<file path="src/rtl/mem_access_unit_if.sv">
// Word-wide request/acknowledge bus between mem_access_unit (master) and the data memory (slave).
interface mem_access_unit_if;
  logic        req;
  logic        we;
  logic [29:0] addr;
  logic [31:0] wdata;
  logic [3:0]  be;
  logic [31:0] rdata;
  logic        ack;

  modport master (output req, we, addr, wdata, be, input rdata, ack);
  modport slave  (input req, we, addr, wdata, be, output rdata, ack);
endinterface

</file>
<file path="src/rtl/mem_access_unit.sv">
// MEM-stage load/store controller: store lane alignment, load extension, handshake FSM with timeout.
// Defining DMEM_MISALIGN_CHECK_EN traps misaligned half/word accesses instead of issuing them.
module mem_access_unit #(
  parameter logic [7:0] TIMEOUT = 8'd255
) (
  input  logic              clk,
  input  logic              reset,
  input  logic [31:0]       mem_alu_out,
  input  logic [31:0]       mem_reg_data2,
  input  logic [3:0]        mem_data_mem_read,
  input  logic [2:0]        mem_data_mem_write,
  output logic              busywait,
  output logic [31:0]       load_data,
  output logic              bus_error,
  output logic              misaligned,
  mem_access_unit_if.master dmem
);

  typedef enum logic [1:0] {IDLE = 2'd0, ACCESS = 2'd1, DONE = 2'd2} state_t;

  state_t      state_r, next_state_s;
  logic        request_s, is_store_s, misaligned_s, timeout_s;
  logic [2:0]  funct3_s, funct3_r;
  logic [1:0]  lane_r;
  logic [7:0]  count_r;
  logic        req_r, we_r, bus_error_r, misaligned_r;
  logic [29:0] addr_r;
  logic [31:0] wdata_r, load_data_r;
  logic [3:0]  be_r;

  // Returns {byte enables, lane-replicated write data}.
  function automatic logic [35:0] store_lanes(input logic [1:0] size, input logic [1:0] lane,
                                              input logic [31:0] data);
    case (size)
      2'b00:   store_lanes = {4'b0001 << lane, {4{data[7:0]}}};
      2'b01:   store_lanes = {(lane[1] ? 4'b1100 : 4'b0011), {2{data[15:0]}}};
      default: store_lanes = {4'b1111, data};
    endcase
  endfunction

  function automatic logic [31:0] load_extend(input logic [2:0] funct3, input logic [1:0] lane,
                                              input logic [31:0] word);
    logic [7:0]  b;
    logic [15:0] h;
    case (lane)
      2'b00:   b = word[7:0];
      2'b01:   b = word[15:8];
      2'b10:   b = word[23:16];
      default: b = word[31:24];
    endcase
    h = lane[1] ? word[31:16] : word[15:0];
    case (funct3)
      3'b000:  load_extend = {{24{b[7]}}, b};
      3'b001:  load_extend = {{16{h[15]}}, h};
      3'b100:  load_extend = {24'd0, b};
      3'b101:  load_extend = {16'd0, h};
      default: load_extend = word;
    endcase
  endfunction

  // Request decode; a store takes priority over a simultaneous load.
  always_comb begin
    is_store_s = mem_data_mem_write[2];
    request_s  = mem_data_mem_write[2] | mem_data_mem_read[3];
    funct3_s   = is_store_s ? {1'b0, mem_data_mem_write[1:0]} : mem_data_mem_read[2:0];
`ifdef DMEM_MISALIGN_CHECK_EN
    case (funct3_s[1:0])
      2'b01:   misaligned_s = mem_alu_out[0];
      2'b10:   misaligned_s = (mem_alu_out[1:0] != 2'b00);
      default: misaligned_s = 1'b0;
    endcase
`else
    misaligned_s = 1'b0;
`endif
  end

  // Next-state and stall logic.
  always_comb begin
    next_state_s = state_r;
    busywait     = 1'b0;
    timeout_s    = 1'b0;
    case (state_r)
      IDLE: begin
        if (request_s) begin
          busywait     = 1'b1;
          next_state_s = misaligned_s ? DONE : ACCESS;
        end else begin
          next_state_s = IDLE;
        end
      end
      ACCESS: begin
        busywait = 1'b1;
        if (dmem.ack) begin
          next_state_s = DONE;
        end else if (count_r == TIMEOUT - 8'd1) begin
          timeout_s    = 1'b1;
          next_state_s = DONE;
        end else begin
          next_state_s = ACCESS;
        end
      end
      DONE:    next_state_s = IDLE;
      default: next_state_s = IDLE;
    endcase
  end

  // State register.
  always_ff @(posedge clk) begin
    if (!reset) begin
      state_r <= IDLE;
    end else begin
      state_r <= next_state_s;
    end
  end

  // Bus outputs, load result, status pulses and the access timer.
  always_ff @(posedge clk) begin
    if (!reset) begin
      req_r        <= 1'b0;
      we_r         <= 1'b0;
      addr_r       <= 30'd0;
      wdata_r      <= 32'd0;
      be_r         <= 4'd0;
      funct3_r     <= 3'd0;
      lane_r       <= 2'd0;
      count_r      <= 8'd0;
      load_data_r  <= 32'd0;
      bus_error_r  <= 1'b0;
      misaligned_r <= 1'b0;
    end else begin
      bus_error_r  <= 1'b0;
      misaligned_r <= 1'b0;
      case (state_r)
        IDLE: begin
          if (request_s && !misaligned_s) begin
            req_r    <= 1'b1;
            we_r     <= is_store_s;
            addr_r   <= mem_alu_out[31:2];
            lane_r   <= mem_alu_out[1:0];
            funct3_r <= funct3_s;
            count_r  <= 8'd0;
            if (is_store_s) begin
              {be_r, wdata_r} <= store_lanes(funct3_s[1:0], mem_alu_out[1:0], mem_reg_data2);
            end else begin
              be_r    <= 4'b1111;
              wdata_r <= 32'd0;
            end
          end else if (request_s) begin
            misaligned_r <= 1'b1;
          end else begin
            req_r <= 1'b0;
          end
        end
        ACCESS: begin
          if (dmem.ack) begin
            req_r <= 1'b0;
            if (!we_r) begin
              load_data_r <= load_extend(funct3_r, lane_r, dmem.rdata);
            end
          end else if (timeout_s) begin
            req_r       <= 1'b0;
            load_data_r <= 32'd0;
            bus_error_r <= 1'b1;
          end else begin
            count_r <= count_r + 8'd1;
          end
        end
        default: req_r <= 1'b0;
      endcase
    end
  end

  assign dmem.req    = req_r;
  assign dmem.we     = we_r;
  assign dmem.addr   = addr_r;
  assign dmem.wdata  = wdata_r;
  assign dmem.be     = be_r;
  assign load_data   = load_data_r;
  assign bus_error   = bus_error_r;
  assign misaligned  = misaligned_r;

endmodule
</file>
<file path="src/flat_wrapper.sv">
// flat-port wrapper written by rule: the top's interface ports become plain ports
module mem_access_unit_flat 
#(
  parameter logic [7:0] TIMEOUT = 8'd255
)
  (clk, reset, mem_alu_out, mem_reg_data2, mem_data_mem_read, mem_data_mem_write, busywait, load_data, bus_error, misaligned, dmem_req, dmem_we, dmem_addr, dmem_wdata, dmem_be, dmem_rdata, dmem_ack);
  mem_access_unit_if dmem_i ();
  input  logic clk;
  input  logic reset;
  input  logic [31:0] mem_alu_out;
  input  logic [31:0] mem_reg_data2;
  input  logic [3:0] mem_data_mem_read;
  input  logic [2:0] mem_data_mem_write;
  output logic busywait;
  output logic [31:0] load_data;
  output logic bus_error;
  output logic misaligned;
  output wire logic [$bits(dmem_i.req)-1:0] dmem_req;
  output wire logic [$bits(dmem_i.we)-1:0] dmem_we;
  output wire logic [$bits(dmem_i.addr)-1:0] dmem_addr;
  output wire logic [$bits(dmem_i.wdata)-1:0] dmem_wdata;
  output wire logic [$bits(dmem_i.be)-1:0] dmem_be;
  input wire logic [$bits(dmem_i.rdata)-1:0] dmem_rdata;
  input wire logic [$bits(dmem_i.ack)-1:0] dmem_ack;
  assign dmem_req = dmem_i.req;
  assign dmem_we = dmem_i.we;
  assign dmem_addr = dmem_i.addr;
  assign dmem_wdata = dmem_i.wdata;
  assign dmem_be = dmem_i.be;
  assign dmem_i.rdata = dmem_rdata;
  assign dmem_i.ack = dmem_ack;
  mem_access_unit #(.TIMEOUT(TIMEOUT)) u_core (.clk(clk), .reset(reset), .mem_alu_out(mem_alu_out), .mem_reg_data2(mem_reg_data2), .mem_data_mem_read(mem_data_mem_read), .mem_data_mem_write(mem_data_mem_write), .busywait(busywait), .load_data(load_data), .bus_error(bus_error), .misaligned(misaligned), .dmem(dmem_i));
endmodule
</file>
<file path="config.mk">
export PLATFORM = sky130hd
export DESIGN_NAME = mem_access_unit_flat
export DESIGN_NICKNAME = d
export VERILOG_FILES = /design/src/rtl/mem_access_unit_if.sv /design/src/rtl/mem_access_unit.sv /design/src/flat_wrapper.sv
export SDC_FILE = /design/constraint.sdc
export NUM_CORES = 1
export LEC_CHECK = 0
export ABC_CLOCK_PERIOD_IN_PS = 3230
export CORE_AREA = 2 2 107 109
export DETAILED_ROUTE_END_ITERATION = 8
export DIE_AREA = 0 0 109 111
export GPL_ROUTABILITY_DRIVEN = 0
export HOLD_SLACK_MARGIN = 0.05
export PLACE_DENSITY = 0.86
export SYNTH_ARGS = -nofsm -noshare
export SYNTH_HDL_FRONTEND = slang
export SYNTH_SLANG_ARGS = --single-unit
</file>
<file path="constraint.sdc">
create_clock -name clk -period 3.23 [get_ports clk]
set_clock_uncertainty 0.1 [all_clocks]
set_input_delay 0.323 -clock clk [delete_from_list [all_inputs] [get_ports clk]]
set_output_delay 0.323 -clock clk [all_outputs]
set_load 0.05 [all_outputs]
</file>
* After elaboration in Yosys (flattened, before gate mapping)
Index checks and enable logic that the tools add are counted.
** Storage, ports and cells
- Bits in registers :: 116
- Bits in latches :: 0
- Bits in writable memories :: 0
- ROM bits :: 0
- Input bits :: 106
- Output and inout port bits :: 103
- Logic and storage cells :: 67
- Memories :: 0
** Operators by class
- $add $sub $neg :: 1
- Multiply operators :: 0
- Divide/modulo/power cells :: 0
- Order comparisons :: 0
- Equality and inequality tests :: 13
- Shift operators :: 1
- Multiplexer cells :: 28
- Bitwise operators :: 3
- Reduce and logical (&&, ||, !) cells :: 10
** Operators with widths (count)
- $mux W32 :: 4
- $pmux W32 S4 :: 1
- $pmux W36 S2 :: 1
- $mux W8 :: 3
- $pmux W8 S3 :: 1
- $mux W16 :: 1
- $pmux W8 S2 :: 1
- $add A8 B1 Y8 const B :: 1
- $eq A8 B8 Y1 const B :: 1
- $mux W1 :: 8
- $mux W4 :: 2
- $eq A2 B1 Y1 const B :: 3
- $eq A3 B3 Y1 const B :: 2
- $logic_not A2 Y1 :: 3
- $ne A2 B2 Y1 const B :: 3
- $mux W2 :: 2
- $pmux W1 S2 :: 2
- $pmux W2 S2 :: 1
- $reduce_and A4 Y1 :: 1
- $reduce_bool A2 Y1 :: 2
- $shl A1 B2 Y4 const A :: 1
- $eq A3 B1 Y1 const B :: 1
- $logic_not A3 Y1 :: 1
- $mux W3 :: 1
- other kinds (8) :: 9

* Longest topological paths before layout
Gate-level depths: netlist of the first run.
- Depth in word-level cells :: 7
- Mapped depth :: 8

* Worst setup path after synthesis of the first run
OpenSTA, ideal clock, no wires.
- Path kind :: in2out
- From :: input mem_data_mem_write[2]
- To :: output busywait
- Arrival time :: 1.354 ns
- Setup slack :: 1.453 ns
- Stages :: 5
- Cells stage by stage :: buf_4 -> or2_0 -> buf_2 -> nor2_1 -> nor2_1
** Between the ends
- Cells in the longest elaborated chain, start to end :: 3
** Ends and longest elaborated chain
- from (decl) :: line flat_wrapper.sv:13 : input logic [2:0] mem_data_mem_write;
- $or A1 B1 Y1 :: line mem_access_unit.sv:64 : request_s = mem_data_mem_write[2] | mem_data_mem_read[3];
- $mux W1
- $pmux W1 S2 :: line mem_access_unit.sv:82 : case (state_r)
- to (decl) :: line flat_wrapper.sv:14 : output logic busywait;
Every way passes these cells.

* Worst setup path after layout of the first run
Same ends and word-level chain as after synthesis.

==> impl_metrics.sql, run 1 <==
INSERT INTO impl_metrics (metric_group, metric, value, unit) VALUES
('clock_network', 'postCtsResizedCells', '0', ''),
('global_route', 'gr-usage-all-layers', '26.1', '%'),
('final_layout', 'postLayoutCoreUtil', '71.8', '%'),
('detailed_routing', 'detail_route.wirelength', '15.7', 'mm'),
('global_route', 'grt_max_degree', '40', ''),
('sta', 'slew_viol_final', '0', ''),
('setup_path', 'cp_data_arrival_time', '2.16', 'ns'),
('detailed_routing', 'vias_per_cell', '5.40', ''),
('placed_design', 'post-dp-hpwl', '11.3', 'mm'),
('clock_network', 'cts_tree', 'yes', ''),
('synthesis', 'synth_area', '0.00508', 'mm2'),
('floorplanning', 'die_h', '111', 'um'),
('pwr', 'max-vdd-ir-drop', '376', 'uV'),
('sta', 'actual_transition_at_the_worst_max_transition_pin', '0.901', 'ns'),
('global_route', 'number_of_global_route_vias_before_repair', '4997', ''),
('setup_path', 'max_stage_delay', '0.81', 'ns'),
('min_path', 'hold_path_depth', '2', ''),
('floorplanning', 'die_width', '109', 'um'),
('final_layout', 'fin_nets', '885', ''),
('global_route', 'grt_overflow', '0', ''),
('synthesis', 'synthesis.nets', '686', ''),
('setup_path', 'timing.reg2reg.setup_slack', '0.99', 'ns'),
('setup_path', 'cpMaxStageDelayCell', 'sky130_fd_sc_hd__clkdlybuf4s50_1', ''),
('sta', 'achievable_frequency', '387', 'MHz'),
('clock_network', 'postCtsSetupBuffers', '0', ''),
('min_path', 'min-delay-start', 'u_core.dmem.addr[18]', ''),
('setup_path', 'criticalPathCategory', 'input port to primary output', ''),
('clock_network', 'worstSkewPairLatency', '0.40', 'ns'),
('sta', 'period_share', '80.0', '%'),
('synthesis', 'synthFlopType', 'sky130_fd_sc_hd__dfxtp_1', ''),
('sta', 'setup_viol_count_final', '0', ''),
('setup_path', 'cell_family_with_the_largest_share_of_critical_path_delay', 'buffers and inverters', ''),
('setup_path', 'reg2reg_from', 'u_core.lane_r[1]', ''),
('synthesis', 'yosysMostFrequentCell', 'sky130_fd_sc_hd__dfxtp_1', ''),
('pwr', 'power-per-cell-area', '602', 'mW/mm2'),
('run', 'timing.max_cap.violations', '0', ''),
('floorplanning', 'die_area', '0.0121', 'mm2'),
('pwr', 'leakage_power', '3.14', 'nW'),
('synthesis', 'ys_ff_latch', '116', ''),
('synthesis', 'synth_area_leader_cell', 'sky130_fd_sc_hd__dfxtp_1', ''),
('synthesis', 'synth_async_sr_flop_share', '0', '%'),
('sta', 'totalNegativeSetupSlack', '0', 'ns'),
('sta', 'rsz0062_at_grt', 'no', ''),
('synthesis', 'syn_avg_cell_area', '8.78', 'um2'),
('synthesis', 'postSynthCellCount', '578', ''),
('setup_path', 'worstSetupStartpointType', 'input port', ''),
('clock_network', 'root_driver', 'sky130_fd_sc_hd__clkbuf_16', ''),
('floorplanning', 'rows', '39', ''),
('final_layout', 'drive_above_1_share', '9.87', '%'),
('synthesis', 'synth_cell_types', '53', ''),
('final_layout', 'antenna-diode-count', '0', ''),
('synthesis', 'synth.yosys.seq_area_share', '45.7', '%'),
('run_status', 'result_of_the_run', 'completed', ''),
('setup_path', 'critical_path.max_fanout', '8', ''),
('sta', 'report.final.hold_viol_count', '0', ''),
('synthesis', 'synthDominantCellAreaShare', '45.7', '%'),
('clock_network', 'tritoncts_num_sinks', '116', ''),
('clock_network', 'clock_tree.htree_level_count', '4', ''),
('setup_path', 'crit_path_cell_trace', 'clkdlybuf4s50_1, buf_4, or2_0, nor2_1, nor2_1, clkdlybuf4s50_1', ''),
('clock_network', 'path_clk_slew', '0.05', 'ns'),
('placed_design', 'numPortBuffers', '207', ''),
('setup_path', 'ff2ff_path_depth', '5', ''),
('sta', 'timing.final.crit_period', '2.58', 'ns'),
('detailed_routing', 'drt_iter0_drc', '240', ''),
('global_route', 'global_route_wire_length_before_repair', '24.9', 'mm'),
('clock_network', 'clock_tree.buffer_depth', '2', ''),
('detailed_routing', 'ant_nets', '0', ''),
('setup_path', 'crit_buf_inv', '3', ''),
('synthesis', 'synth_enable_flop_cells', '0', ''),
('setup_path', 'critPathRequiredTime', '2.81', 'ns'),
('detailed_routing', 'num_vias', '5039', '');
## placed cells by master, fill, tap and decap left out, types with 6 or more instances in the layout
master / netlist / routed
sky130_fd_sc_hd__clkdlybuf4s50_1: 0 / 207
sky130_fd_sc_hd__dfxtp_1: 116 / 116
sky130_fd_sc_hd__nand2_1: 107 / 107
sky130_fd_sc_hd__a21oi_1: 51 / 50
sky130_fd_sc_hd__nor2_1: 40 / 40
sky130_fd_sc_hd__a22o_1: 30 / 30
sky130_fd_sc_hd__nand2b_1: 23 / 23
sky130_fd_sc_hd__o21ai_0: 22 / 22
sky130_fd_sc_hd__mux2i_1: 18 / 17
sky130_fd_sc_hd__clkbuf_16: 0 / 17
sky130_fd_sc_hd__buf_4: 2 / 14
sky130_fd_sc_hd__inv_1: 13 / 13
sky130_fd_sc_hd__nand3_1: 12 / 12
sky130_fd_sc_hd__a22o_2: 10 / 10
sky130_fd_sc_hd__mux2_2: 9 / 9
sky130_fd_sc_hd__nor2b_1: 7 / 7
sky130_fd_sc_hd__a221oi_1: 7 / 7
sky130_fd_sc_hd__a21o_1: 7 / 7
sky130_fd_sc_hd__o2bb2ai_1: 6 / 6
sky130_fd_sc_hd__bufinv_16: 0 / 6
## per-stage QoR
| step | worst slack [ns] | area, um2 | hold slack, ns | std cells |
|---|---|---|---|---|
| after CTS | 0.641 | 7950 | 0.352 | 933 |
| after global placement | 0.633 | 7270 | 0.334 | 901 |
| after global routing | 0.518 | 7950 | 0.373 | 933 |
| after detailed placement | 0.628 | 7270 | 0.347 | 901 |
| after floorplan | 1.45 | 5080 | 0.348 | 578 |
| final | 0.646 | 7950 | 0.352 | 933 |
## layer usage
layer | vias to the layer above | wire, um | GRT usage, %
met5 | - | 0 | 0
met4 | 0 | 316 | 9.06
met3 | 22 | 1350 | 10.2
met2 | 205 | 7970 | 44.2
met1 | 2375 | 6060 | 29.6
li1 | 2437 | - | -
## worst max path at each step
stage	slack (ns)	startpoint	endpoint	depth (start not counted)
final	0.65	mem_data_mem_write[2]	busywait	6
after global routing	0.52	mem_data_mem_write[2]	busywait	6
after CTS	0.64	mem_data_mem_write[2]	busywait	6
after detailed placement	0.63	mem_data_mem_write[2]	u_core.dmem.addr[6]	7
after global placement	0.63	mem_data_mem_write[2]	busywait	6
after floorplan	1.45	mem_data_mem_write[2]	busywait	5
## area by class of cell
type / instances / area, um2
Clock buffer: 23 / 478
Clock inverter: 9 / 198
Fill cell: 862 / 3130
Inverter: 13 / 48.8
Multi-Input combinational cell: 408 / 2550
Sequential cell: 116 / 2320
Tap cell: 143 / 179
Timing Repair Buffer: 221 / 2180
## state kept, by name, indices dropped and copies added, names as in the netlist
signal and flops:
u_core.dmem.be 4, u_core.state_r 2, u_core.load_data 32, u_core.dmem.wdata 32, u_core.bus_error 1, u_core.funct3_r 3
u_core.lane_r 2, u_core.count_r 8, u_core.dmem.req 1, u_core.dmem.addr 30, u_core.dmem.we 1
## report_power, final
| group | switching (mW) | leakage [nW] | total (mW) | internal [mW] |
|---|---|---|---|---|
| clock network | 0.639 | 0.327 | 2.15 | 1.51 |
| registers | 0.0685 | 0.949 | 1.60 | 1.53 |
| logic | 0.633 | 1.86 | 1.04 | 0.405 |
| total | 1.34 | 3.14 | 4.78 | 3.44 |
## tightest hold or removal path: cells and delay by family (launching register included)
kind            cells  cell delay (ns)
flops               1             0.30
simple gates        1             0.05
compound gates      1             0.05
## kinds of logic after synthesis
group	count (synthesis)	synth area share, %
buffers and inverters	54	4.63
other	1	0.0739
adder cells (fa/ha/maj)	2	0.493
AO/OA/AOI/OAI	154	21.9
multiplexers	30	6.36
AND/OR/NAND/NOR	221	20.8
flip-flops	116	45.7
Note: power is estimated with default switching activity, not from simulation.
==> run 2: changes to the inputs <==
- ABC_CLOCK_PERIOD_IN_PS: 3230 -> 2450
- CORE_AREA: 2 2 107 109 -> 2 2 112 114
- DIE_AREA: 0 0 109 111 -> 0 0 114 116
- PLACE_DENSITY: 0.86 -> 0.79
- clock period: 3.23 -> 2.45 ns (I/O delays scaled with it)
==> run 2 against run 1 <==
Compared with the run above:
- sequential power rose by 31%
- clock-buffer cell count did not move
- utilization fell by 4.3 points
- combinational power rose by 34%
- non-clock buffer count rose by 5
- largest power group unchanged
==> impl_metrics.sql, run 2 (synthesis results as in run 1) <==
INSERT INTO impl_metrics (metric_group, metric, value, unit) VALUES
('pwr', 'fin_total_pwr', '6.37', 'mW'),
('detailed_routing', 'num_vias', '5011', ''),
('floorplanning', 'boundaryPins', '209', ''),
('placed_design', 'post-dp-hpwl', '11.1', 'mm'),
('clock_network', 'cts_hold_repair.buffers', '0', ''),
('clock_network', 'cts_tree', 'yes', ''),
('detailed_routing', 'drt-pass1-iter-count', '4', ''),
('setup_path', 'cp_data_arrival_time', '2.47', 'ns'),
('global_route', 'global_route_wire_length_before_repair', '24.1', 'mm'),
('setup_path', 'reg2reg_from', 'u_core.count_r[1]', ''),
('detailed_routing', 'drt-wirelength-per-cell', '16.3', 'um'),
('final_layout', 'fin_nets', '890', ''),
('global_route', 'gr-usage-all-layers', '23.2', '%'),
('global_route', 'number_of_global_route_vias_before_repair', '4906', ''),
('clock_network', 'clock_tree.htree_level_count', '4', ''),
('setup_path', 'cpMaxStageDelayCell', 'sky130_fd_sc_hd__a311oi_4', ''),
('setup_path', 'timing.reg2reg.setup_slack', '0.22', 'ns'),
('detailed_routing', 'ant_nets', '0', ''),
('clock_network', 'path_clk_slew', '0.05', 'ns'),
('pwr', 'max-vdd-ir-drop', '443', 'uV'),
('min_path', 'hp-class', 'input port to flip-flop', ''),
('placed_design', 'numPortBuffers', '207', ''),
('sta', 'setup_viol_count_final', '0', ''),
('floorplanning', 'core_region_area', '0.0119', 'mm2'),
('sta', 'timing.final.crit_period', '2.23', 'ns'),
('setup_path', 'critPathRequiredTime', '2.68', 'ns'),
('setup_path', 'critPathCapture', 'u_core.load_data[2]', ''),
('setup_path', 'timing.critical_path.from', 'u_core.count_r[1]', ''),
('clock_network', 'root_driver', 'sky130_fd_sc_hd__clkbuf_16', ''),
('final_layout', 'antenna-diode-count', '0', ''),
('global_route', 'grt_overflow', '0', ''),
('final_layout', 'final_common_cell', 'sky130_fd_sc_hd__clkdlybuf4s50_1', ''),
('clock_network', 'tritoncts_num_sinks', '116', ''),
('sta', 'achievable_frequency', '448', 'MHz'),
('final_layout', 'layout.cells.most_common_list', '206 x sky130_fd_sc_hd__clkdlybuf4s50_1, 116 x sky130_fd_sc_hd__dfxtp_1, 107 x sky130_fd_sc_hd__nand2_1, 50 x sky130_fd_sc_hd__a21oi_1, 40 x sky130_fd_sc_hd__nor2_1', ''),
('run', 'timing.max_cap.violations', '0', ''),
('setup_path', 'crit_path_cell_trace', 'ha_1, nand3_1, nor4_2, a311oi_4, buf_4, o2bb2ai_1', ''),
('floorplanning', 'rows', '40', ''),
('setup_path', 'max_stage_delay', '0.82', 'ns'),
('floorplanning', 'die_area', '0.0132', 'mm2'),
('sta', 'actual_transition_at_the_worst_max_transition_pin', '0.939', 'ns'),
('detailed_routing', 'vias_per_cell', '5.32', ''),
('final_layout', 'filler_cell_count', '936', ''),
('final_layout', 'drive_above_1_share', '10.8', '%'),
('setup_path', 'worstSetupStartpointType', 'flip-flop', ''),
('final_layout', 'flow.area_growth_from_synthesis', '58.2', '%'),
('setup_path', 'ff2ff_path_depth', '6', ''),
('sta', 'totalNegativeSetupSlack', '0', 'ns'),
('global_route', 'grt_max_degree', '42', ''),
('clock_network', 'clock_tree.buffer_depth', '2', ''),
('setup_path', 'crit_buf_inv', '1', ''),
('detailed_routing', 'drt_iter0_drc', '271', ''),
('final_layout', 'layoutNonFillerInstCount', '942', ''),
('setup_path', 'timing.critical_path.to_type', 'flip-flop', ''),
('setup_path', 'critical_path.reg2reg.endpoint', 'u_core.load_data[2]', ''),
('clock_network', 'postCtsResizedCells', '0', ''),
('global_route', 'antenna_found_initial', '0', ''),
('placed_design', 'dp.cells', '910', ''),
('sta', 'slew_viol_final', '0', ''),
('sta', 'timing.slew.headroom', '37.4', '%'),
('sta', 'period_share', '91.1', '%'),
('setup_path', 'critical_path.max_fanout', '20', ''),
('setup_path', 'criticalPathCategory', 'flip-flop to flip-flop', ''),
('floorplanning', 'die_width', '114', 'um'),
('floorplanning', 'start_util', '42.6', '%'),
('setup_path', 'crit_cells', '6', ''),
('clock_network', 'tritoncts.num_buffers', '17', ''),
('pwr', 'power-per-cell-area', '794', 'mW/mm2'),
('clock_network', 'postCtsSetupBuffers', '0', ''),
('setup_path', 'cell_family_with_the_largest_share_of_critical_path_delay', 'compound AO/OA/AOI/OAI gates', ''),
('sta', 'report.final.hold_viol_count', '0', ''),
('sta', 'rsz0062_at_grt', 'no', ''),
('run_status', 'result_of_the_run', 'completed', ''),
('sta', 'fin_hold_ws', '0.277', 'ns'),
('detailed_routing', 'drc', '0', ''),
('floorplanning', 'die_h', '116', 'um'),
('pwr', 'leakage_power', '3.19', 'nW'),
('detailed_routing', 'detail_route.wirelength', '15.4', 'mm'),
('clock_network', 'worstSkewPairLatency', '0.41', 'ns');
run 2: area by class of cell:
type / instances / area (um2) / area share, %
clock buffers: 23 / 498 / 6.20
multi-input cells: 408 / 2550 / 31.7
repair buffers: 226 / 2240 / 27.9
well taps: 147 / 184 / 2.29
clock inverters: 9 / 195 / 2.43
inverters: 13 / 48.8 / 0.608
flip-flops and latches: 116 / 2320 / 28.9
run 2: how the worst min path moves through the flow:
stage / startpoint / endpoint / depth (start not counted) / slack (ns)
global placement: u_core.dmem.wdata[21] / u_core.dmem.wdata[21] / 2 / 0.34
global route: mem_alu_out[31] / u_core.dmem.addr[29] / 3 / 0.28
finish: mem_alu_out[29] / u_core.dmem.addr[27] / 3 / 0.28
floorplan: mem_reg_data2[2] / u_core.dmem.wdata[2] / 1 / 0.27
CTS: mem_alu_out[29] / u_core.dmem.addr[27] / 3 / 0.26
detailed placement: u_core.load_data[11] / u_core.load_data[11] / 1 / 0.34
run 2: stage by stage:
step	util, %	setup WS (ns)	area, um2
2_1_floorplan	-	0.683	5080
3_3_place_gp	61.6	0.207	7340
4_1_cts	67.4	0.210	8030
6_report	67.4	0.217	8030
5_1_grt	67.4	0.0329	8030
3_5_place_dp	61.6	0.0856	7340
run 2: routing by layer:
| layer | wire length, um | track usage, % | vias to the layer above | part of all wire, % |
|---|---|---|---|---|
| li1 | - | - | 2439 | - |
| met1 | 6230 | 27.0 | 2337 | 40 |
| met2 | 7470 | 38.1 | 196 | 49 |
| met3 | 1260 | 8.94 | 39 | 8.2 |
| met4 | 429 | 10.9 | 0 | 2.8 |
| met5 | 0 | 0 | - | 0 |
run 2: worst register-to-register path, cell delays in order (launching register included):
cell and delay (ns):
sky130_fd_sc_hd__dfxtp_1 0.37, sky130_fd_sc_hd__ha_1 0.20, sky130_fd_sc_hd__nand3_1 0.11, sky130_fd_sc_hd__nor4_2 0.07, sky130_fd_sc_hd__a311oi_4 0.82, sky130_fd_sc_hd__buf_4 0.34, sky130_fd_sc_hd__o2bb2ai_1 0.14
run 2: report_power, final:
part | leakage (nW) | internal, mW | switching (mW) | total [mW]
logic | 1.89 | 0.549 | 0.843 | 1.39
registers | 0.949 | 2.02 | 0.0790 | 2.10
clock network | 0.343 | 2.04 | 0.849 | 2.89
total | 3.19 | 4.60 | 1.77 | 6.37
==> patch 1 (config.mk and constraints of run 2) <==
Put one more register stage on the output `bus_error`, cleared by the reset. The value now appears one clock later. The other outputs are not delayed to match.
--- a/src/rtl/mem_access_unit.sv
+++ b/src/rtl/mem_access_unit.sv
@@ -176,7 +176,13 @@
   assign dmem.wdata  = wdata_r;
   assign dmem.be     = be_r;
   assign load_data   = load_data_r;
-  assign bus_error   = bus_error_r;
+  always_ff @(posedge clk) begin
+    if (!reset) begin
+      bus_error <= '0;
+    end else begin
+      bus_error <= bus_error_r;
+    end
+  end
   assign misaligned  = misaligned_r;
 
 endmodule
Function: same outputs for any inputs over 4 cycles, from zero or initial values and one cycle with reset low; that may be too few to reach the edited logic, so the function may still have changed.
==> patch 1 against run 2 <==
- sequential cell count increased by 1
- hold slack got worse by 3.4 ps
- sequential share of layout area increased by 1.2 points
- critical path type unchanged
- area after synthesis decreased by 3.3%
- via count unchanged
- clock power decreased by 13%
- total power decreased by 5.1%
- critical endpoint is now u_core.load_data[20]
- setup slack improved by 140 ps
- final cell count decreased by 1.7%
- routed wire length increased by 5.3%
- cell area decreased by 3.1%
==> patch 1: results (changes against run 2) <==
M3 GR Usage: 10.3% (+1.4 points)
CTS Buf Count: 17 (unchanged)
met2 wire length: 7950 um (+6.4%)
P_comb: 1.39 mW (about the same)
Crit path arrival time: 2290 ps (-180 ps)
nets: 875 (-1.7%)
sequential share of the synthesized area: 47.7% (+2.0 points)
Distinct cells, synth: 53 (unchanged)
Max stage delay on crit path: 550 ps (-270 ps)
met1 wire length: 6250 um (+0.40%)
Detailed Place HPWL: 11900 um (+7.6%)
slew margin rel.: 47.7% (+10 points)
First-pass DRT Iterations: 5 (+1)
share of layout cells above drive strength 1: 8.47% (-2.3 points)
Setup Fix Bufs, Post-CTS: 0 (unchanged)
drt via density: 5.41 (+1.7%)
P per Cell Area: 777 nW/um2 (-2.0%)
met3 WL: 1570 um (+24%)
Place WS: 217 ps (+131 ps)
CP Max Fanout: 16 (-20%)
sw power: 1.80 mW (+1.5%)
largest net degree at the start of global routing: 39 (-7.1%)
clk buf depth: 2 (unchanged)
top cells by area, synth: dfxtp_1, nand2_1, a21oi_1, a22o_1, mux2i_1
maximum VDD drop: 0.000514 V (+16%)
First DRT Iteration DRCs: 286 (+5.5%)
Root Buffer: clkbuf_16
outcome: finished, final reports clean
Clk Latency, worst-skew pair: 420 ps
Async SR Flop Fraction: 0% (unchanged)
post-cts resize count: 0 (unchanged)
met1 usage: 26.9% (-0.086 points)
vias in the first global route: 5037 (+2.7%)
clock slew seen by the registers of the worst setup and hold paths: 50 ps (about the same)
ant diodes: 0 (unchanged)
Top Layer Used: met4
H-Tree Depth: 4 (unchanged)
LEAKAGE: 3.03 nW (-5.0%)
post-detailed-routing wire length: 16200 um (+5.3%)
antenna violations before repair: 0 (unchanged)
Crit-path slowest cell: dfxtp_1
YS warnings: 0 (unchanged)
total global-route track usage: 24.6% (+1.3 points)
Commonest cells post-synth: dfxtp_1, nand2_1, a21oi_1
first-pass GRT wire length: 25400 um (+5.0%)
seq pwr: 2.13 mW
Syn Nets: 673 (-1.9%)
FILL cells: 964 (+3.0%)
met2 usage in global routing: 41.9% (+3.8 points)
min-delay worst type: in -> reg
Port-buffer cells: 207 (unchanged)
[patch 1: changes by cell type after synthesis, moves of 7 or more]
cell and change:
nand2b_1 -17, a21o_1 -7, and3b_1 +7, buf_2 -7, a22o_1 -7, o211ai_1 +7
a221o_1 +12, a22o_2 -10
[patch 1: through the flow]
| step | cell area (um2) | std cells | util, % |
|---|---|---|---|
| after global routing | 7780 | 926 | 65.3 |
| after CTS | 7780 | 926 | 65.3 |
| after detailed placement | 7180 | 895 | 60.3 |
| final | 7780 | 926 | 65.3 |
| after floorplan | 4910 | 565 | - |
| after global placement | 7180 | 895 | 60.3 |
[patch 1: final timing paths]
check                     start  slack (ps)  cells past startpoint                    to
max            u_core.lane_r[0]         360                      5  u_core.load_data[20]
min              mem_alu_out[2]         270                      3   u_core.dmem.addr[0]
max reg2reg    u_core.lane_r[0]         360                      5  u_core.load_data[20]
min reg2reg  u_core.bus_error_r         340                      1      u_core.bus_error
[patch 1: layout make-up]
type | instances | area share (%)
clock buffer | 22 | 6.10
clock inverter | 9 | 1.62
inverter | 11 | 0.531
multi-input combinational | 394 | 30.4
sequential | 117 | 30.1
tap | 147 | 2.36
timing repair buffer | 226 | 28.9
[patch 1: kinds of logic (layout without fill, tap and decap cells)]
kind of cell	Yosys count	in the layout	synth area share (%)
multiplexers	18	18	3.75
AO/OA/AOI/OAI	169	169	23.7
buffers and inverters	54	268	4.61
adder cells (fa/ha/maj)	2	2	0.510
other	1	1	0.0764
AND/OR/NAND/NOR	202	202	19.3
flip-flops	117	117	47.7
XOR/XNOR	2	2	0.357
[patch 1: worst max-delay path, delay by kind of cell, from the launching register on]
family          cells  cell delay, ps
flops               1             550
buf+inv             1             200
simple gates        2             400
compound gates      1             310
mux                 1             410
==> patch 2 (settings of run 2) <==
Made on the original files. The option `DMEM_MISALIGN_CHECK_EN` is turned on by a define.
--- a/src/rtl/mem_access_unit.sv
+++ b/src/rtl/mem_access_unit.sv
@@ -1,5 +1,7 @@
 // MEM-stage load/store controller: store lane alignment, load extension, handshake FSM with timeout.
 // Defining DMEM_MISALIGN_CHECK_EN traps misaligned half/word accesses instead of issuing them.
+`define DMEM_MISALIGN_CHECK_EN
+
 module mem_access_unit #(
   parameter logic [7:0] TIMEOUT = 8'd255
 ) (
Check against the original RTL: not equivalent (a bounded check fails within 4 cycles, from zero or initial values and one cycle with reset low).
==> patch 2 against run 2 <==
- routed wire length rose by 12%
- sequential cell count grew 1
- setup slack got worse by 22 ps
- synthesized cell count shrank 1.2%
- total power up 5.4%
- area after synthesis up 3.5%
- cell area increased by 2.2%
- final cell count shrank 0.42%
- highest routed layer unchanged
==> patch 2: results (changes against run 2) <==
Commonest cells post-synth: dfxtp_1, a21oi_1, o21ai_0
WHS: 298 ps (+20.2 ps)
First DRT Iteration DRCs: 400 (+48%)
LEAKAGE: 3.09 nW (-3.1%)
FF-to-FF Start: u_core.count_r[0]
Post-Syn Area per Cell: 9.20 um2 (+4.8%)
mean routed wirelength per cell: 18.3 um (+12%)
outcome: finished, final reports clean
Hold Crit Endpoint: u_core.dmem.addr[13]
first-pass GRT wire length: 27100 um (+12%)
r2r worst-path depth: 7 (+1)
Syn Nets: 682 (-0.58%)
First-pass DRT Iterations: 7 (+3)
Port-buffer cells: 208 (+0.48%)
worst r2r dst: u_core.load_data[30]
maximum VDD drop: 0.000536 V (+21%)
top cells by area, synth: dfxtp_1, a21oi_1, o2bb2ai_1, o21ai_0, a22o_1
Distinct cells, synth: 57 (+7.5%)
FILL cells: 910 (-2.8%)
placed cell count: 906 (-0.44%)
Detailed Place HPWL: 12300 um (+11%)
post-detailed-routing wire length: 17200 um (+12%)
share of layout cells above drive strength 1: 10.2% (-0.58 points)
ant diodes: 0 (unchanged)
start point of the worst min-delay path: mem_alu_out[15]
nets: 889 (-0.11%)
vias: 5413 (+8.0%)
reg-to-reg slack, setup: 320 ps (+100 ps)
-- patch 2: cell types whose count changed after synthesis, sizes merged, moves of 6 or more --
cell     before  now
nor2         40   24
nand3        12   36
mux2i        18   11
a221o         0   16
o21ai        22   48
o311ai        0    6
nand2b       23    7
a21o          7   18
or3           4   10
o2bb2ai       6   31
nand2       107   29
a22o         40   25
a221oi        8    2
mux2         12    2
-- patch 2: how the worst max path moves through the flow --
stage	startpoint	endpoint	slack [ps]
after CTS	mem_data_mem_write[2]	u_core.dmem.addr[22]	190
after global placement	mem_data_mem_write[2]	u_core.count_r[2]	-120
after global routing	mem_data_mem_write[2]	u_core.count_r[2]	-6
final	mem_data_mem_write[2]	u_core.dmem.addr[22]	190
after floorplan	mem_data_mem_write[2]	u_core.dmem.wdata[3]	3
after detailed placement	mem_data_mem_write[2]	u_core.count_r[2]	-240
-- patch 2: critical path, delay by kind of cell --
family                   cells  cell delay [ps]
AO/OA/AOI/OAI                4              730
adder cells (fa/ha/maj)      1              190
multiplexers                 1              300
buffers and inverters        3             1020
-- patch 2: cell families after synthesis --
kind of cell | Yosys count | synth area share [%]
fa+ha+maj | 5 | 1.19
simple gates | 138 | 14.2
compound gates | 231 | 31.2
mux | 14 | 3.19
xor+xnor | 1 | 0.167
flops | 117 | 44.6
buf+inv | 65 | 5.50
-- patch 2: where the power goes --
| part | internal [mW] | total [mW] | switching [mW] |
|---|---|---|---|
| clock network | 1.63 | 2.56 | 0.925 |
| logic | 0.762 | 1.95 | 1.19 |
| registers | 2.08 | 2.21 | 0.123 |
-- patch 2: cell type report --
cell class | instances | area, um2 | share of cell area [%]
Clock buffer | 18 | 439 | 5.35
Clock inverter | 14 | 176 | 2.15
Inverter | 15 | 56.3 | 0.686
Multi-Input combinational cell | 389 | 2640 | 32.2
Sequential cell | 117 | 2340 | 28.5
Tap cell | 147 | 184 | 2.24
Timing Repair Buffer | 238 | 2370 | 28.8
-- patch 2: stage by stage --
stage	util, %	power (mW)
finish	68.9	6.72
CTS	68.9	6.74
global route	68.9	6.97
floorplan	-	3.41
detailed placement	63.7	4.17
global placement	63.7	4.14
-- patch 2: layer usage --
layer	routed length (um)	track usage (%)	up-vias	share of wire (%)
met3	1210	7.74	40	7.0
li1	-	-	2565	-
met4	506	10.7	0	2.9
met2	8460	43.8	235	49
met5	0	0	-	0
met1	7000	30.7	2573	41
